**config.mk**
```make
export PLATFORM = sky130hd
export DESIGN_NAME = serial_word_tx
export DESIGN_NICKNAME = d
export VERILOG_FILES = /design/src/rtl/serial_word_tx.sv
export SDC_FILE = /design/constraint.sdc
export NUM_CORES = 1
export LEC_CHECK = 0
export ABC_CLOCK_PERIOD_IN_PS = 2000
export CORE_AREA = 2 2 42 44
export CTS_CLUSTER_DIAMETER = 100
export CTS_CLUSTER_SIZE = 8
export DETAILED_ROUTE_END_ITERATION = 6
export DIE_AREA = 0 0 44 46
export MAX_ROUTING_LAYER = met4
export PLACE_DENSITY = 0.82
export SETUP_SLACK_MARGIN = 0.2
export SYNTH_ARGS = -nofsm -noshare
export SYNTH_HDL_FRONTEND = slang
export SYNTH_SLANG_ARGS = --single-unit
```
**constraint.sdc**
```tcl
create_clock -name clk -period 2 [get_ports clk]
set_input_delay 0.4 -clock clk [delete_from_list [all_inputs] [get_ports clk]]
set_output_delay 0.4 -clock clk [all_outputs]
set_load 0.01 [all_outputs]
```
**src/rtl/serial_word_tx.sv**
```systemverilog
// serial_word_tx: parallel-to-serial word transmitter with a reference
// "prefix divisible by MOD" flag for in-system detector checking.
//
// Ports:
//   clk        clock, rising edge
//   rst_n      asynchronous active-low reset
//   in_valid   upstream word valid
//   in_data    W-bit word, sampled only on in_valid & in_ready
//   in_ready   block can accept a word this cycle
//   ser_bit    serial data, MSB-first, 0 when ser_valid is low
//   ser_valid  ser_bit carries a word bit this cycle
//   ser_last   high with the LSB of a word
//   exp_y      registered: prefix value sent so far is 0 mod MOD
//   word_done  one-cycle pulse in the cycle after ser_last
//   word_div   whole-word divisibility, updated with word_done
module serial_word_tx #(
  parameter int W          = 8,
  parameter int MOD        = 4,
  parameter int GAP_CYCLES = 0
) (
  input  logic         clk,
  input  logic         rst_n,
  input  logic         in_valid,
  input  logic [W-1:0] in_data,
  output logic         in_ready,
  output logic         ser_bit,
  output logic         ser_valid,
  output logic         ser_last,
  output logic         exp_y,
  output logic         word_done,
  output logic         word_div
);

  localparam int RW    = ($clog2(MOD) < 1) ? 1 : $clog2(MOD);
  localparam int CW    = ($clog2(W) < 1) ? 1 : $clog2(W);
  localparam int GW    = ($clog2(GAP_CYCLES + 1) < 1) ? 1 : $clog2(GAP_CYCLES + 1);
  localparam int GLAST = (GAP_CYCLES > 0) ? GAP_CYCLES - 1 : 0;
  localparam bit GAPLESS = (GAP_CYCLES == 0);

  typedef enum logic [1:0] {IDLE, SHIFT, GAP} state_t;

  state_t          state, state_n;
  logic [W-1:0]    shreg, shreg_n;
  logic [CW-1:0]   cnt, cnt_n;
  logic [RW-1:0]   res, res_n;
  logic [GW-1:0]   gcnt, gcnt_n;
  logic            exp_y_n, word_done_n, word_div_n;

  logic            last;
  logic            accept;
  logic [RW:0]     r_sum;
  logic [RW-1:0]   r_next;

  assign last   = (cnt == CW'(W - 1));
  assign accept = in_valid & in_ready;

  // 2*r + b is just the residue with the new bit appended; it is always
  // below 2*MOD, so a single conditional subtract completes the modulo.
  assign r_sum  = {res, shreg[W-1]};
  assign r_next = RW'((r_sum >= (RW+1)'(MOD)) ? (r_sum - (RW+1)'(MOD)) : r_sum);

  assign ser_valid = (state == SHIFT);
  assign ser_bit   = ser_valid & shreg[W-1];
  assign ser_last  = ser_valid & last;
  // With no gap, the last-bit cycle also accepts the next word so the
  // stream continues without a hole.
  assign in_ready  = (state == IDLE) || (GAPLESS && (state == SHIFT) && last);

  always_ff @(posedge clk or negedge rst_n) begin
    if (!rst_n) begin
      state     <= IDLE;
      shreg     <= '0;
      cnt       <= '0;
      res       <= '0;
      gcnt      <= '0;
      exp_y     <= 1'b0;
      word_done <= 1'b0;
      word_div  <= 1'b0;
    end else begin
      state     <= state_n;
      shreg     <= shreg_n;
      cnt       <= cnt_n;
      res       <= res_n;
      gcnt      <= gcnt_n;
      exp_y     <= exp_y_n;
      word_done <= word_done_n;
      word_div  <= word_div_n;
    end
  end

  always_comb begin
    state_n     = state;
    shreg_n     = shreg;
    cnt_n       = cnt;
    res_n       = res;
    gcnt_n      = gcnt;
    exp_y_n     = 1'b0;
    word_done_n = 1'b0;
    word_div_n  = word_div;
    case (state)
      IDLE: begin
        if (accept) begin
          shreg_n = in_data;
          cnt_n   = '0;
          res_n   = '0;
          state_n = SHIFT;
        end
      end
      SHIFT: begin
        exp_y_n = (r_next == '0);
        shreg_n = shreg << 1;
        cnt_n   = cnt + CW'(1);
        res_n   = r_next;
        if (last) begin
          word_done_n = 1'b1;
          word_div_n  = (r_next == '0);
          cnt_n       = '0;
          if (!GAPLESS) begin
            gcnt_n  = '0;
            state_n = GAP;
          end else if (accept) begin
            shreg_n = in_data;
            res_n   = '0;
            state_n = SHIFT;
          end else begin
            state_n = IDLE;
          end
        end
      end
      GAP: begin
        if (gcnt == GW'(GLAST)) begin
          state_n = IDLE;
        end else begin
          gcnt_n = gcnt + GW'(1);
        end
      end
      default: state_n = IDLE;
    endcase
  end

endmodule

```
---- Word level (Yosys, flattened, before mapping) ----
Index checks and enable logic that the tools add are counted.
operators by class
  mux-type cells .......................... 21
  eq/ne operators ......................... 6
  div/mod/pow operators ................... 0
  shift operators ......................... 0
  $lt $le $gt $ge ......................... 1
  multiply operators ...................... 0
  bitwise operators ....................... 3
  $add $sub $neg .......................... 3
  reduce and logical (&&, ||, !) cells .... 8
operators by type and width
  kind                                                      count
  2-to-1 mux 8 bit                                          3
  one-hot mux 8 bit (2 select lines)                        1
  2-to-1 mux 2 bit                                          7
  2-to-1 mux 3 bit                                          2
  one-hot mux 2 bit (3 select lines)                        1
  one-hot mux 3 bit (2 select lines)                        1
  2-to-1 mux 1 bit                                          5
  zero test 2 bit                                           2
  inequality test 2 bit, second input constant              2
  one-hot mux 2 bit (2 select lines)                        1
  AND reduction 2 bit                                       2
  adder 3 x 1 -> 3 bit, second input constant               1
  bitwise AND 1 bit                                         3
  == test 3 bit, second input constant                      1
  greater-or-equal comparator 3 bit, second input constant  1
  AND reduction 3 bit                                       1
  == test 2 x 1 -> 1 bit, second input constant             1
  == test 2 bit, second input constant                      1
  inequality test 2 x 1 -> 1 bit, second input constant     1
  nonzero test 2 bit                                        1
  subtractor 2 x 1 -> 2 bit, second input constant          1
  adder 1 bit, second input constant                        1
  logical AND 1 bit                                         1
  logical OR 1 bit                                          1
word-level totals
  bits in writable memories ............... 0
  input bits .............................. 11
  register bits after elaboration ......... 19
  logic and storage cells ................. 50
  memory bits (read-only) ................. 0
  output and inout bits ................... 7
  memories ................................ 0
  bits in latches ......................... 0

---- Longest topological paths before layout ----
  word-level depth ........................ 7
  mapped depth ............................ 6

---- Worst setup path after synthesis ----
OpenSTA, ideal clock, no wires.
  kind .................................... reg2out
  from .................................... register cnt[0]
  to ...................................... output port in_ready
  cell stages (with the launch flop) ...... 5
  path slack .............................. 0.505 ns
  arrival time ............................ 1.095 ns
  cells stage by stage .................... dfrtp_1 -> ha_1 -> ha_1 -> buf_2 -> nand2b_1
between the ends
  cells in the longest elaborated chain, start to end .. 3
ends and longest elaborated chain
  element                   line  RTL
  start: declaration        44    logic [CW-1:0] cnt, cnt_n;
  start signal: assignment  82    cnt <= cnt_n;
  == test 3 bit             54    assign last = (cnt == CW'(W - 1));
  logical AND 1 bit         67    assign in_ready = (state == IDLE) || (GAPLESS && (state == SHIFT) && last);
  logical OR 1 bit          67
  end: declaration          25    output logic in_ready,
No other way between the ends.

---- Worst setup path in the final report ----
  from .................................... register cnt[0]
  to ...................................... output port ser_last
between the ends
  cells in the longest elaborated chain, start to end .. 2
ends and longest elaborated chain
  element            line  RTL
  == test 3 bit      54
  bitwise AND 1 bit  64    assign ser_last = ser_valid & last;
  end: declaration   28    output logic ser_last,
No other way between the ends.

==> flow_summary.toml <==
[synthesis]
ys_ff_latch = 16
synth_top_family_by_area = "compound AO/OA/AOI/OAI gates"
yosys.area.top_type = "dfrtp_1"
synthMuxAreaShare_pct = 11.8
synth-compound-area-share_pct = 15.0
synthDistinctLibCells = 20
synth_fp_nets = 81
synthXorXnorAreaFrac_pct = 0
netlist_area_um2 = 774
syn_area_per_cell_um2 = 11.4
synthSimpleGateAreaFrac_pct = 13.6
syn_inst = 68
yosys_warnings = 0
yosysSeqAreaShare_pct = 51.7
synthTopCellsByArea = "dfrtp_1, mux2i_1, a31oi_1"
synth_fa_ha_area_share_pct = 3.23
synth_top_area_share_pct = 51.7

[critical_path]
path_common_cell = "ha_2"
cp-end-kind = "output pin"
worstSetupStartpointType = "register"
slowest_stage = "dfrtp_1"
path_cells = "ha_2 -> ha_2 -> and2_4 -> buf_2"
critical-path-max-stage-delay_ns = 0.40
crit_buf_inv = 1
cp_max_fo = 3
cp.arrival_ns = 1.34
critPathTopFamily = "flip-flops"
worst-setup-path-type = "register to output pin"
worstPathRequired_ns = 1.60

[global_route]
grt_max_degree = 17
grt_overflow_total = 0
grt_usage_pct = 19.1
grt_first_pass_wirelength_um = 2660
grt_pass1_vias = 629
antenna_found_initial = 0

[floorplan]
core-area_um2 = 1610
die_area_um2 = 2020
ios = 18
die_h_um = 46
initial_utilization_pct = 48.0
num_rows = 15
die_w_um = 44

[cts]
cts-root-buf = "clkbuf_4"
path_clk_slew_ns = 0.10
clk_latency_ns = 0.30
cts_inserted_buffers = 3
cts_buffer_depth = 2
cts_hold_buf = 0
cts_tree = "built"
cts_sinks = 16
htreeDepth = 1

[placement]
globalplace.congestion = 0.766
io_buffer_count = 17
dpl_cell_area_um2 = 975
hpwl_um = 1130

[timing]
finalCriticalPeriod_ns = 1.74
hold_ws_ns = 0.401
clock_skew_ns = 0.00780
slew_headroom_pct = 86.4
hold_viol = 0
fmax_mhz = 576
tns_ns = 0
drv_slew = 0
setup_viol = 0
min_period_over_period_pct = 86.8
worstMarginPinSlew_ns = 0.205
rsz0062_at_grt = "false"

[power]
worst_ir_drop_vdd_mv = 0.775
p_per_area_nw_per_um2 = 1290
leakage_nw = 0.506

[run]
cap_viol_max_count = 0

[finish]
syn_to_final_growth_pct = 34.2
final_area_um2 = 1040
antennaDiodeCount = 0
drive_above_1_share_pct = 24.7
final_nets = 107

[routing]
via_per_inst = 5.76
ant_nets = 0
wl_per_cell_um = 14.1
drt_iter0_drc = 9
vias = 634
drc = 0
first_pass_iters = 3
finalWirelength_um = 1550

[outcome]
status = "finished, final reports clean"

[hold_path]
holdCritPathClass = "primary input to async pin"
==> flip-flops by register name, summed over array words and instances (netlist names) <==
name and cells:
state 1, word_div 1, cnt 3, shreg 8, exp_y 1, word_done 1
res 1
==> what timing repair did <==
action,CTS,global route
resized for setup,10,3
buffers inserted,2,1
endpoints found under the setup margin,3,3
==> Yosys cell counts, drive strengths merged <==
master / number
dfrtp: 16
mux2i: 8
o21ai: 8
a31oi: 7
and3: 7
buf: 4
a22o: 3
and2: 3
nand2b: 3
ha: 2
nor2: 2
clkbuf: 1
mux2: 1
nand2: 1
nand3: 1
o22ai: 1
==> power by group <==
part	internal, mW	switching (mW)	total, mW
Sequential	0.460	0.0690	0.529
Clock	0.111	0.108	0.219
Combinational	0.339	0.256	0.595
==> cells in the final DEF, fill, tap and decap left out, drive strengths merged <==
cell	n
a22o	3
a31oi	7
and2	3
and3	7
buf	11
clkbuf	4
clkdlybuf4s50	14
dfrtp	16
dlymetal6s2s	1
ha	2
mux2	1
mux2i	8
nand2	1
nand2b	3
nand3	1
nor2	2
o21ai	8
o22ai	1
==> final cells by class <==
type	count	area (um2)
Clock buffer	4	36.3
Fill cell	128	574
Multi-Input combinational cell	47	350
Sequential cell	16	402
Tap cell	17	21.3
Timing Repair Buffer	26	230
==> layer usage <==
layer / routed length, um / global-route usage [%]
met4: 41 / 10.9
met5: 0 / -
met2: 774 / 30.9
met3: 67 / 2.78
met1: 665 / 22.6
==> final timing paths <==
path	from	to	slack (ns)	cells after the start
hold / removal	rst_n	shreg[6]	0.40	2
setup reg to reg	cnt[0]	shreg[1]	0.61	6
setup / recovery	cnt[0]	ser_last	0.26	4
hold reg to reg	word_div	word_div	0.52	1
min in group clk	word_div	word_div	0.52	1
max in group asynchronous	rst_n	state[0]	1.39	2
==> cells by family (layout without fill, tap and decap cells) <==
logic type	Yosys count	after routing
compound gates	19	19
simple gates	17	17
flops	16	16
mux	9	9
buf+inv	5	30
fa+ha+maj	2	2
==> per-stage QoR <==
stage	util (%)	worst slack, ns	cells	power, mW
floorplan	-	0.505	68	0.868
global placement	60.4	0.177	103	1.07
detailed placement	60.4	0.135	103	1.09
CTS	64.0	0.168	109	1.34
global route	64.4	0.219	110	1.44
finish	64.4	0.264	110	1.34
Power figures use the tool's default switching activity.
